`src/rtl/seg7_scan_ctrl_if.sv`:
```
// seg7_scan_ctrl_if
//    Groups the display-data and status signals of the 7-segment scan
//    controller into one bundle.
//    master : the game/timer logic side (drives data, reads status/pins)
//    slave  : the scan controller itself
// Signals:
//    data_in      hex nibbles, [3:0] = digit 0 (rightmost)
//    dp_in        decimal point per digit
//    blank_in     1 = digit dark
//    blink_in     1 = digit blinks
//    load         1-cycle pulse, captures the four inputs above into staging
//    lz_suppress  leading-zero suppression enable (live)
//    brightness   PWM duty, 0 = off, all-ones = full on
//    seg_out      {dp,g,f,e,d,c,b,a} after polarity
//    cs_out       digit select after polarity
//    frame_start  1-cycle pulse in the first cycle of the digit-0 slot
//    update_done  1-cycle pulse when staging has been applied to shadow
interface seg7_scan_ctrl_if #(
   parameter int DIGITS   = 4,
   parameter int BRIGHT_W = 4
);
   logic [4*DIGITS-1:0] data_in;
   logic [DIGITS-1:0]   dp_in;
   logic [DIGITS-1:0]   blank_in;
   logic [DIGITS-1:0]   blink_in;
   logic                load;
   logic                lz_suppress;
   logic [BRIGHT_W-1:0] brightness;
   logic [7:0]          seg_out;
   logic [DIGITS-1:0]   cs_out;
   logic                frame_start;
   logic                update_done;

   modport master (
      output data_in, dp_in, blank_in, blink_in, load, lz_suppress, brightness,
      input  seg_out, cs_out, frame_start, update_done
   );

   modport slave (
      input  data_in, dp_in, blank_in, blink_in, load, lz_suppress, brightness,
      output seg_out, cs_out, frame_start, update_done
   );
endinterface

```
`src/rtl/seg7_scan_ctrl.sv`:
```
// seg7_scan_ctrl
//    Multiplexed 7-segment scan controller. Each digit owns a slot of
//    SCAN_DIV clocks: the first DEAD_CYC clocks keep every select inactive,
//    the rest show the digit, gated by PWM brightness, blank, blink and
//    leading-zero suppression. New display content is staged on load and
//    copied into the shadow set only at the frame boundary (tear-free).
// Ports:
//    clk    system clock
//    rst_n  asynchronous active-low reset
//    bus    seg7_scan_ctrl_if.slave (data/control inputs, pin outputs)
module seg7_scan_ctrl #(
   parameter int DIGITS       = 4,
   parameter int SCAN_DIV     = 50000,
   parameter int DEAD_CYC     = 500,
   parameter int BRIGHT_W     = 4,
   parameter int BLINK_FRAMES = 100,
   parameter bit SEG_ACT_LOW  = 1'b0,
   parameter bit CS_ACT_LOW   = 1'b1
) (
   input logic             clk,
   input logic             rst_n,
   seg7_scan_ctrl_if.slave bus
);
   localparam int CNT_W = (SCAN_DIV > 1) ? $clog2(SCAN_DIV) : 1;
   localparam int DIG_W = $clog2(DIGITS);
   localparam int BLK_W = (BLINK_FRAMES > 1) ? $clog2(BLINK_FRAMES) : 1;

   localparam logic [CNT_W-1:0]    SLOT_LAST   = CNT_W'(SCAN_DIV - 1);
   localparam logic [CNT_W-1:0]    DEAD_CNT    = CNT_W'(DEAD_CYC);
   localparam logic [DIG_W-1:0]    DIG_LAST    = DIG_W'(DIGITS - 1);
   localparam logic [BLK_W-1:0]    BLK_LAST    = BLK_W'(BLINK_FRAMES - 1);
   localparam logic [BRIGHT_W-1:0] BRIGHT_FULL = {BRIGHT_W{1'b1}};
   localparam logic [7:0]          SEG_IDLE    = {8{SEG_ACT_LOW}};
   localparam logic [DIGITS-1:0]   CS_IDLE     = {DIGITS{CS_ACT_LOW}};

   typedef enum logic {
      PH_DEAD = 1'b0,
      PH_ON   = 1'b1
   } phase_e;

   // Hex font, bit order {g,f,e,d,c,b,a}.
   function automatic logic [6:0] hex_font(input logic [3:0] nib);
      logic [6:0] f;
      case (nib)
         4'h0:    f = 7'h3F;
         4'h1:    f = 7'h06;
         4'h2:    f = 7'h5B;
         4'h3:    f = 7'h4F;
         4'h4:    f = 7'h66;
         4'h5:    f = 7'h6D;
         4'h6:    f = 7'h7D;
         4'h7:    f = 7'h07;
         4'h8:    f = 7'h7F;
         4'h9:    f = 7'h6F;
         4'hA:    f = 7'h77;
         4'hB:    f = 7'h7C;
         4'hC:    f = 7'h39;
         4'hD:    f = 7'h5E;
         4'hE:    f = 7'h79;
         4'hF:    f = 7'h71;
         default: f = 7'h00;
      endcase
      return f;
   endfunction

   phase_e              phase_q, phase_d;
   logic [CNT_W-1:0]    slot_cnt_q, slot_cnt_d;
   logic [DIG_W-1:0]    digit_q;
   logic [BLK_W-1:0]    blink_cnt_q;
   logic                blink_ph_q;
   logic [BRIGHT_W-1:0] pwm_cnt_q;
   logic [BRIGHT_W-1:0] bright_q;
   logic [4*DIGITS-1:0] stage_data_q, shadow_data_q;
   logic [DIGITS-1:0]   stage_dp_q, shadow_dp_q;
   logic [DIGITS-1:0]   stage_blank_q, shadow_blank_q;
   logic [DIGITS-1:0]   stage_blink_q, shadow_blink_q;
   logic                pending_q;
   logic [7:0]          seg_q, seg_d;
   logic [DIGITS-1:0]   cs_q, cs_d;
   logic                frame_start_q;
   logic                update_done_q;

   logic                slot_last_s;
   logic                frame_end_s;
   logic                upper_nz_s;
   logic                lz_s;
   logic                bright_ok_s;
   logic                lit_s;
   logic [3:0]          nibble_s;

   // Slot timing next-state and the lit decision for the digit in the current cycle.
   always_comb begin
      slot_last_s = (slot_cnt_q == SLOT_LAST);
      frame_end_s = slot_last_s && (digit_q == DIG_LAST);

      if (slot_last_s) begin
         slot_cnt_d = '0;
      end else begin
         slot_cnt_d = slot_cnt_q + CNT_W'(1'b1);
      end

      if (slot_cnt_d < DEAD_CNT) begin
         phase_d = PH_DEAD;
      end else begin
         phase_d = PH_ON;
      end

      // A digit is a leading zero when it and every higher nibble are zero;
      // blank does not matter here, only the nibble value.
      upper_nz_s = 1'b0;
      for (int k = 0; k < DIGITS; k++) begin
         if ((DIG_W'(k) >= digit_q) && (shadow_data_q[4*k +: 4] != 4'h0)) begin
            upper_nz_s = 1'b1;
         end else begin
            upper_nz_s = upper_nz_s;
         end
      end
      lz_s = bus.lz_suppress && (digit_q != '0) && !upper_nz_s;

      bright_ok_s = (bright_q == BRIGHT_FULL) || (pwm_cnt_q < bright_q);
      nibble_s    = shadow_data_q[{digit_q, 2'b00} +: 4];
      lit_s       = (phase_q == PH_ON) && bright_ok_s && !shadow_blank_q[digit_q] &&
                    !(shadow_blink_q[digit_q] && blink_ph_q) && !lz_s;

      if (lit_s) begin
         seg_d = {shadow_dp_q[digit_q], hex_font(nibble_s)} ^ SEG_IDLE;
         cs_d  = (DIGITS'(1'b1) << digit_q) ^ CS_IDLE;
      end else begin
         seg_d = SEG_IDLE;
         cs_d  = CS_IDLE;
      end
   end

   // Slot FSM, frame/blink bookkeeping, staging/shadow transfer and output registers.
   always_ff @(posedge clk or negedge rst_n) begin
      if (!rst_n) begin
         phase_q        <= PH_DEAD;
         slot_cnt_q     <= '0;
         digit_q        <= '0;
         blink_cnt_q    <= '0;
         blink_ph_q     <= 1'b0;
         pwm_cnt_q      <= '0;
         bright_q       <= '0;
         stage_data_q   <= '0;
         stage_dp_q     <= '0;
         stage_blank_q  <= '1;
         stage_blink_q  <= '0;
         shadow_data_q  <= '0;
         shadow_dp_q    <= '0;
         shadow_blank_q <= '1;
         shadow_blink_q <= '0;
         pending_q      <= 1'b0;
         seg_q          <= SEG_IDLE;
         cs_q           <= CS_IDLE;
         frame_start_q  <= 1'b0;
         update_done_q  <= 1'b0;
      end else begin
         phase_q    <= phase_d;
         slot_cnt_q <= slot_cnt_d;
         pwm_cnt_q  <= pwm_cnt_q + BRIGHT_W'(1'b1);

         // Brightness is latched for the whole of the next slot.
         if (slot_last_s) begin
            bright_q <= bus.brightness;
            if (digit_q == DIG_LAST) begin
               digit_q <= '0;
            end else begin
               digit_q <= digit_q + DIG_W'(1'b1);
            end
         end

         frame_start_q <= frame_end_s;
         update_done_q <= frame_end_s && pending_q;

         if (frame_end_s) begin
            if (blink_cnt_q == BLK_LAST) begin
               blink_cnt_q <= '0;
               blink_ph_q  <= ~blink_ph_q;
            end else begin
               blink_cnt_q <= blink_cnt_q + BLK_W'(1'b1);
            end
            if (pending_q) begin
               shadow_data_q  <= stage_data_q;
               shadow_dp_q    <= stage_dp_q;
               shadow_blank_q <= stage_blank_q;
               shadow_blink_q <= stage_blink_q;
            end
         end

         // A load coinciding with the boundary re-arms pending for the next frame.
         if (bus.load) begin
            stage_data_q  <= bus.data_in;
            stage_dp_q    <= bus.dp_in;
            stage_blank_q <= bus.blank_in;
            stage_blink_q <= bus.blink_in;
            pending_q     <= 1'b1;
         end else if (frame_end_s) begin
            pending_q <= 1'b0;
         end

         seg_q <= seg_d;
         cs_q  <= cs_d;
      end
   end

   assign bus.seg_out     = seg_q;
   assign bus.cs_out      = cs_q;
   assign bus.frame_start = frame_start_q;
   assign bus.update_done = update_done_q;
endmodule

```
`src/flat_wrapper.sv`:
```
// flat-port wrapper written by rule: the top's interface ports become plain ports
module seg7_scan_ctrl_flat 
#(
   parameter int DIGITS       = 4,
   parameter int SCAN_DIV     = 50000,
   parameter int DEAD_CYC     = 500,
   parameter int BRIGHT_W     = 4,
   parameter int BLINK_FRAMES = 100,
   parameter bit SEG_ACT_LOW  = 1'b0,
   parameter bit CS_ACT_LOW   = 1'b1
)
  (clk, rst_n, bus_data_in, bus_dp_in, bus_blank_in, bus_blink_in, bus_load, bus_lz_suppress, bus_brightness, bus_seg_out, bus_cs_out, bus_frame_start, bus_update_done);
  seg7_scan_ctrl_if #(.DIGITS(DIGITS), .BRIGHT_W(BRIGHT_W)) bus_i ();
  input logic clk;
  input logic rst_n;
  input wire logic [$bits(bus_i.data_in)-1:0] bus_data_in;
  input wire logic [$bits(bus_i.dp_in)-1:0] bus_dp_in;
  input wire logic [$bits(bus_i.blank_in)-1:0] bus_blank_in;
  input wire logic [$bits(bus_i.blink_in)-1:0] bus_blink_in;
  input wire logic [$bits(bus_i.load)-1:0] bus_load;
  input wire logic [$bits(bus_i.lz_suppress)-1:0] bus_lz_suppress;
  input wire logic [$bits(bus_i.brightness)-1:0] bus_brightness;
  output wire logic [$bits(bus_i.seg_out)-1:0] bus_seg_out;
  output wire logic [$bits(bus_i.cs_out)-1:0] bus_cs_out;
  output wire logic [$bits(bus_i.frame_start)-1:0] bus_frame_start;
  output wire logic [$bits(bus_i.update_done)-1:0] bus_update_done;
  assign bus_i.data_in = bus_data_in;
  assign bus_i.dp_in = bus_dp_in;
  assign bus_i.blank_in = bus_blank_in;
  assign bus_i.blink_in = bus_blink_in;
  assign bus_i.load = bus_load;
  assign bus_i.lz_suppress = bus_lz_suppress;
  assign bus_i.brightness = bus_brightness;
  assign bus_seg_out = bus_i.seg_out;
  assign bus_cs_out = bus_i.cs_out;
  assign bus_frame_start = bus_i.frame_start;
  assign bus_update_done = bus_i.update_done;
  seg7_scan_ctrl #(.DIGITS(DIGITS), .SCAN_DIV(SCAN_DIV), .DEAD_CYC(DEAD_CYC), .BRIGHT_W(BRIGHT_W), .BLINK_FRAMES(BLINK_FRAMES), .SEG_ACT_LOW(SEG_ACT_LOW), .CS_ACT_LOW(CS_ACT_LOW)) u_core (.clk(clk), .rst_n(rst_n), .bus(bus_i));
endmodule
```
`config.mk`:
```
export PLATFORM = sky130hd
export DESIGN_NAME = seg7_scan_ctrl_flat
export DESIGN_NICKNAME = d
export VERILOG_FILES = /design/src/rtl/seg7_scan_ctrl_if.sv /design/src/rtl/seg7_scan_ctrl.sv /design/src/flat_wrapper.sv
export SDC_FILE = /design/constraint.sdc
export NUM_CORES = 1
export LEC_CHECK = 0
export ABC_AREA = 1
export BUFFER_PORTS_ARGS = -buffer_cell sky130_fd_sc_hd__buf_2
export CAP_MARGIN = 30
export CORE_MARGIN = 1
export CORE_UTILIZATION = 50
export CTS_CLUSTER_DIAMETER = 40
export CTS_CLUSTER_SIZE = 16
export DETAILED_ROUTE_END_ITERATION = 8
export PLACE_DENSITY = 0.82
export SETUP_SLACK_MARGIN = 0.4
export SYNTH_ARGS = -nofsm -noshare
export SYNTH_HDL_FRONTEND = slang
export SYNTH_SLANG_ARGS = --single-unit
```
`constraint.sdc`:
```
create_clock -name clk -period 1.95 [get_ports clk]
set_clock_uncertainty 0.05 [all_clocks]
set_input_delay 0.0975 -clock clk [delete_from_list [all_inputs] [get_ports clk]]
set_output_delay 0.0975 -clock clk [all_outputs]
set_load 0.05 [all_outputs]
```
==> impl_metrics.tcl, run 1 <==
set metrics [dict create \
    worstSkewPairLatency_ns 0.39 \
    place_ws_ns 0.100 \
    htreeDepth 3 \
    io_pins 50 \
    vdd_drop_max_mv 0.427 \
    place_congestion 0.924 \
    holdCritPathClass "in2async" \
    finish.utilization_pct 72.5 \
    period_needed_ns 1.91 \
    worstPathArrival_ns 2.14 \
    synth_most_common_cell "nand2_1" \
    grt-ovfl-total 0 \
    grt_use_total_pct 29.4 \
    synthesis.nets 664 \
    clock-root-buffer "clkbuf_8" \
    remaining_drc_errors 0 \
    slew_violations 0 \
    clk_pin_slew_ns 0.11 \
    crit_slowest_cell "dfrtp_1" \
    grt_start_max_net_pins 58 \
    cts_max_path_buffers 2 \
    max_freq_mhz 524 \
    dieArea_um2 10600 \
    nNetsFinal 795 \
    period_share_pct 98.0 \
    cts_tree "built" \
    first_global_vias 4798 \
    reg2reg_to "u_core.bus.seg_out[6]" \
    required_ns 2.18 \
    synth_top_cells_by_count "nand2_1, dfrtp_1, inv_1, o21ai_0, nor2_1" \
    wirelength_mm 15.3 \
    insertedDiodeCount 0 \
    hold_viol 0 \
    max_slew_margin_pct 45.7 \
    route.antenna.remaining_nets 0 \
    coreArea_um2 9820 \
    cap_violations 0 \
    first_pass_iters 6 \
    path_delay_family "simple AND/OR/NAND/NOR gates" \
    initial_utilization_pct 52.1 \
    finalSetupTns_ns 0 \
    synth_edf_count 0 \
    cp_cell_sequence "clkinvlp_4 -> ha_4 -> inv_2 -> nand3_2 -> nor3_2 -> nand3b_1 -> nand4_4 -> nor2_1" \
    worst_hold_slack_ns 0.146 \
    via_per_inst 5.53 \
    synth_top_area_share_pct 46.0 \
    p_per_area_nw_per_um2 569 \
    cts.sinks 106 \
    rsz0062_at_grt "true" \
    dp_hpwl_mm 7.40 \
    drive_gt1_share_pct 33.0 \
    synthesis.area_um2 5110 \
    regToRegSetupSlack_ns 0.04 \
    synth_warnings 0 \
    critPathBufInv 2 \
    io_buffers 49 \
    die_y_um 103 \
    syn_to_final_growth_pct 39.2 \
    fillers 634 \
    crit_path_end_kind "flop" \
    tightest_slew_ns 0.814 \
    critPathMaxStageDelay_ns 0.44 \
    layout_setup_ws_ns 0.0399 \
    grt_pass1_wl_mm 23.4 \
    seq_area_frac_synth_pct 52.2 \
    vias 4875 \
    multi_input_area_um2 2430 \
    status "finished clean" \
    worstSetupStartpointType "flop" \
    rr_worst_depth 8 \
    r2r-start "u_core.digit_q[1]" \
    synth-seq-cells 106 \
    ys_top_cells_by_area "dfrtp_1, nand2_1, dfstp_2, o21ai_0, inv_1" \
    wire_per_inst_um 17.3 \
    postSynthCellCount 612 \
    yosys.area.top_type "dfrtp_1" \
    syn_avg_cell_area_um2 8.35 \
    drt_iter0_markers 493 \
    p_leak_nw 3.53 \
    row_count 36 \
    final-setup-viol-count 0 \
    async_flop_share_pct 100 \
    seqCellArea_um2 2670 \
    path_class "reg2reg" \
    synth_ff_type "dfrtp_1" \
    die_width_um 103 \
    cts_buffers 9 \
    path_max_fanout 8 \
    antenna_found_initial 0 \
    ys_types 40 \
]
## where the power goes
part	total [W]	switching (W)	leakage [nW]	internal, W
clock	0.00154	0.000781	0.117	0.000761
sequential	0.00227	0.0000156	1.34	0.00225
combinational	0.000237	0.000137	2.07	0.000100
total	0.00405	0.000934	3.53	0.00312
## layout by cell type (no fill, tap or decap), types with 4 or more instances in the layout
cell           netlist  routed
a21oi_1              5       4
buf_12               0       7
buf_16               0       8
buf_2                4      48
buf_4                2      30
buf_6                3       9
clkbuf_8             0      10
dfrtp_1             94      89
dfrtp_2              0       5
dfstp_2             12      12
dlygate4sd3_1        0      33
ha_1                16       7
ha_4                 0       6
inv_1               82      74
inv_2                1       7
nand2_1            164     130
nand2_2              1      24
nand2_4              1      10
nand3_1             33      28
nand3_2              1       4
nand4_1             10      10
nor2_1              61      45
nor2_2               3      12
nor2_4               2       9
o21ai_0             62      43
o21ai_1             10      20
o21ai_2             10      19
xor2_1               5       5
## final cells by class
class	count	share of cell area, %
clock inverters	6	1.23
repair inverters	2	0.123
inverters	85	4.71
repair buffers	136	17.9
flip-flops and latches	106	37.6
well taps	133	2.34
clock buffers	10	1.93
multi-input cells	403	34.2
## kinds of logic (layout without fill, tap and decap cells)
kind of cell    after synthesis  count (layout)  share of synthesized area (%)
simple gates                282             282                           23.4
flops                       106             106                           52.2
buf+inv                     103             239                           8.54
compound gates               98              98                           10.8
fa+ha+maj                    16              16                           3.92
xor+xnor                      7               7                           1.20
## registers in the layout (all words and copies together), names as in the netlist
signal	count
u_core.bus.cs_out	4
u_core.bright_q	4
u_core.stage_data_q	16
u_core.shadow_blink_q	4
u_core.shadow_data_q	16
u_core.bus.seg_out	8
u_core.digit_q	2
u_core.stage_dp_q	4
u_core.bus.frame_start	1
u_core.stage_blink_q	4
u_core.stage_blank_q	4
u_core.bus.update_done	1
u_core.blink_cnt_q	7
u_core.slot_cnt_q	16
u_core.pwm_cnt_q	4
u_core.shadow_dp_q	4
u_core.blink_ph_q	1
u_core.shadow_blank_q	4
u_core.phase_q	1
u_core.pending_q	1
## worst max path at each step
| stage | startpoint | end | slack (ns) | depth (start not counted) |
|---|---|---|---|---|
| after floorplan | u_core.digit_q[0] | u_core.bus.seg_out[6] | 0.31 | 13 |
| after detailed placement | u_core.digit_q[0] | u_core.bus.seg_out[6] | 0.10 | 10 |
| after global routing | u_core.slot_cnt_q[1] | u_core.phase_q | 0.008 | 11 |
| after CTS | u_core.digit_q[0] | u_core.bus.seg_out[3] | 0.24 | 9 |
| final | u_core.digit_q[1] | u_core.bus.seg_out[6] | 0.04 | 8 |
| after global placement | u_core.digit_q[0] | u_core.bus.seg_out[6] | 0.17 | 10 |
## layer usage
layer	GRT usage, %	wire [um]	vias up
li1	-	-	2200
met1	35.9	5960	2281
met2	47.4	7180	284
met3	7.32	1250	110
met4	17.1	900	0
met5	0	0	-
## repair_timing
item	in CTS	in global routing
setup endpoints to repair	56	61
resized for setup	99	36
setup buffers	33	6
pin swaps	16	5
hold buffers	33	0
gates cloned	10	0
hold endpoints to repair	65	0
## worst reg2reg max path, stage by stage (launching register included)
cell and delay [ns]:
dfrtp_1 0.44, clkinvlp_4 0.21, ha_4 0.22, inv_2 0.06, nand3_2 0.10, nor3_2 0.15, nand3b_1 0.25, nand4_4 0.25
nor2_1 0.07
## stage by stage
stage	std cells	instance area (um^2)	power, W
floorplan	612	5220	0.00238
global placement	783	5590	0.00248
detailed placement	783	5590	0.00249
global route	881	7120	0.00417
CTS	875	6960	0.00403
finish	881	7120	0.00405
(Power assumes the default switching activity.)
==> run 2: changes to the inputs <==
--- a/config.mk
+++ b/config.mk
@@ -13,7 +13,7 @@
 export CTS_CLUSTER_DIAMETER = 40
 export CTS_CLUSTER_SIZE = 16
 export DETAILED_ROUTE_END_ITERATION = 8
-export PLACE_DENSITY = 0.82
+export PLACE_DENSITY = 0.84
 export SETUP_SLACK_MARGIN = 0.4
 export SYNTH_ARGS = -nofsm -noshare
 export SYNTH_HDL_FRONTEND = slang
==> impl_metrics.tcl, run 2 (same netlist as run 1, synthesis figures left out) <==
set metrics [dict create \
    status "finished clean" \
    wirelength_mm 12.7 \
    wire_per_inst_um 14.6 \
    vias 4525 \
    vdd_drop_max_mv 0.539 \
    worstSkewPairLatency_ns 0.38 \
    period_needed_ns 1.71 \
    clock-root-buffer "clkbuf_8" \
    hold_viol 0 \
    die_width_um 103 \
    met2_length_mm 6.34 \
    coreArea_um2 9820 \
    path_max_fanout 7 \
    first_global_vias 4372 \
    required_ns 2.18 \
    initial_utilization_pct 52.1 \
    cts_tree "built" \
    io_buffers 49 \
    slew_violations 0 \
    first_pass_iters 5 \
    max_slew_margin_pct 48.5 \
    rsz0062_at_grt "true" \
    max_freq_mhz 583 \
    htreeDepth 3 \
    final_common_cell "nand2_1" \
    dp_hpwl_mm 7.46 \
    place_congestion 0.910 \
    nNetsFinal 785 \
    holdCritPathClass "in2async" \
    place_area_um2 5600 \
    finalSetupTns_ns 0 \
    antenna_found_initial 0 \
    syn_to_final_growth_pct 35.2 \
    grt_use_total_pct 24.8 \
    drive_gt1_share_pct 34.4 \
    die_y_um 103 \
    row_count 36 \
    cts_buffers 9 \
    worst_hold_slack_ns 0.0371 \
    worstPathArrival_ns 1.94 \
    io_pins 50 \
    p_per_area_nw_per_um2 569 \
    cap_violations 0 \
    grt_start_max_net_pins 67 \
    p_leak_nw 3.44 \
    stdcell_area_um2 6910 \
    clk_pin_slew_ns 0.10 \
    path_class "reg2reg" \
    worstSetupStartpointType "flop" \
    period_share_pct 87.9 \
    grt-ovfl-total 0 \
    cts_max_path_buffers 2 \
    cts.sinks 106 \
    crit_path_end_kind "flop" \
    wl_met3_um 703 \
    reg.largest.list "u_core.shadow_data_q x16, u_core.slot_cnt_q x16, u_core.stage_data_q x16" \
    route.antenna.remaining_nets 0 \
    grt_pass1_wl_mm 20.1 \
    tightest_slew_ns 0.773 \
    m1WireLength_mm 5.36 \
    dieArea_um2 10600 \
    final_cell_mix "nand2_1, dfrtp_1, inv_1" \
    via_per_inst 5.20 \
    insertedDiodeCount 0 \
    power.total_w 0.00394 \
    drt_iter0_markers 250 \
    final-setup-viol-count 0 \
    top_layer "met4" \
    remaining_drc_errors 0 \
]
## run 2: cell types whose count changed in the layout (fill, tap and decap cells not counted), sizes merged
cell	before	now
buf	103	93
bufinv	2	1
clkinv	5	4
inv	84	85
nand2	166	167
## run 2: worst max-delay path: stages, from the launching register on
cell	delay [ns]
dfrtp_2	0.51
clkinvlp_4	0.21
nand2_2	0.10
nand3_2	0.09
nand2_4	0.15
buf_12	0.13
nand2_4	0.05
o21ai_1	0.09
nand2_1	0.08
o21ai_1	0.10
nor2_2	0.05
## run 2: power by group
group,switching [W],internal [W]
clock network,0.000797,0.000647
registers,0.0000134,0.00225
logic,0.000127,0.0000975
total,0.000937,0.00300
## run 2: layer usage
layer / track usage, % / vias up
li1: - / 2175
met1: 31.1 / 2149
met2: 41.0 / 169
met3: 6.51 / 32
met4: 9.53 / 0
met5: 0 / -
## run 2: metrics by stage
stage / instances / util [%] / setup slack [ns]
after floorplan: 612 / - / 0.307
after global placement: 786 / 57.0 / 0.173
after detailed placement: 786 / 57.0 / 0.0473
after CTS: 861 / 66.8 / 0.303
after global routing: 871 / 70.4 / 0.163
final: 871 / 70.4 / 0.235
## run 2: layout make-up
type | count | area [um^2]
Sequential cell | 106 | 2680
Timing Repair Buffer | 126 | 1010
Clock buffer | 10 | 138
Timing Repair inverter | 1 | 7.51
Inverter | 85 | 332
Fill cell | 683 | 2910
Clock inverter | 6 | 73.8
Tap cell | 133 | 166
Multi-Input combinational cell | 404 | 2510
## run 2: final timing paths
| kind | from | to | slack, ns | cells past startpoint |
|---|---|---|---|---|
| worst max-delay path | u_core.digit_q[0] | u_core.bus.seg_out[0] | 0.24 | 10 |
| worst min-delay path | rst_n | u_core.slot_cnt_q[7] | 0.04 | 2 |
| worst max register to register | u_core.digit_q[0] | u_core.bus.seg_out[0] | 0.24 | 10 |
| worst min register to register | u_core.pwm_cnt_q[0] | u_core.pwm_cnt_q[0] | 0.43 | 1 |
| max in group asynchronous | rst_n | u_core.shadow_blank_q[3] | 1.17 | 3 |
| min in group clk | bus_load | u_core.stage_blank_q[0] | 0.23 | 3 |
## run 2: timing repair
item / CTS / global route
resized for setup: 61 / 79
hold buffers: 33 / 0
hold endpoints to repair: 130 / 0
endpoints found under the setup margin: 54 / 58
setup buffers: 22 / 9
cloned: 4 / 1
pin swaps: 25 / 43
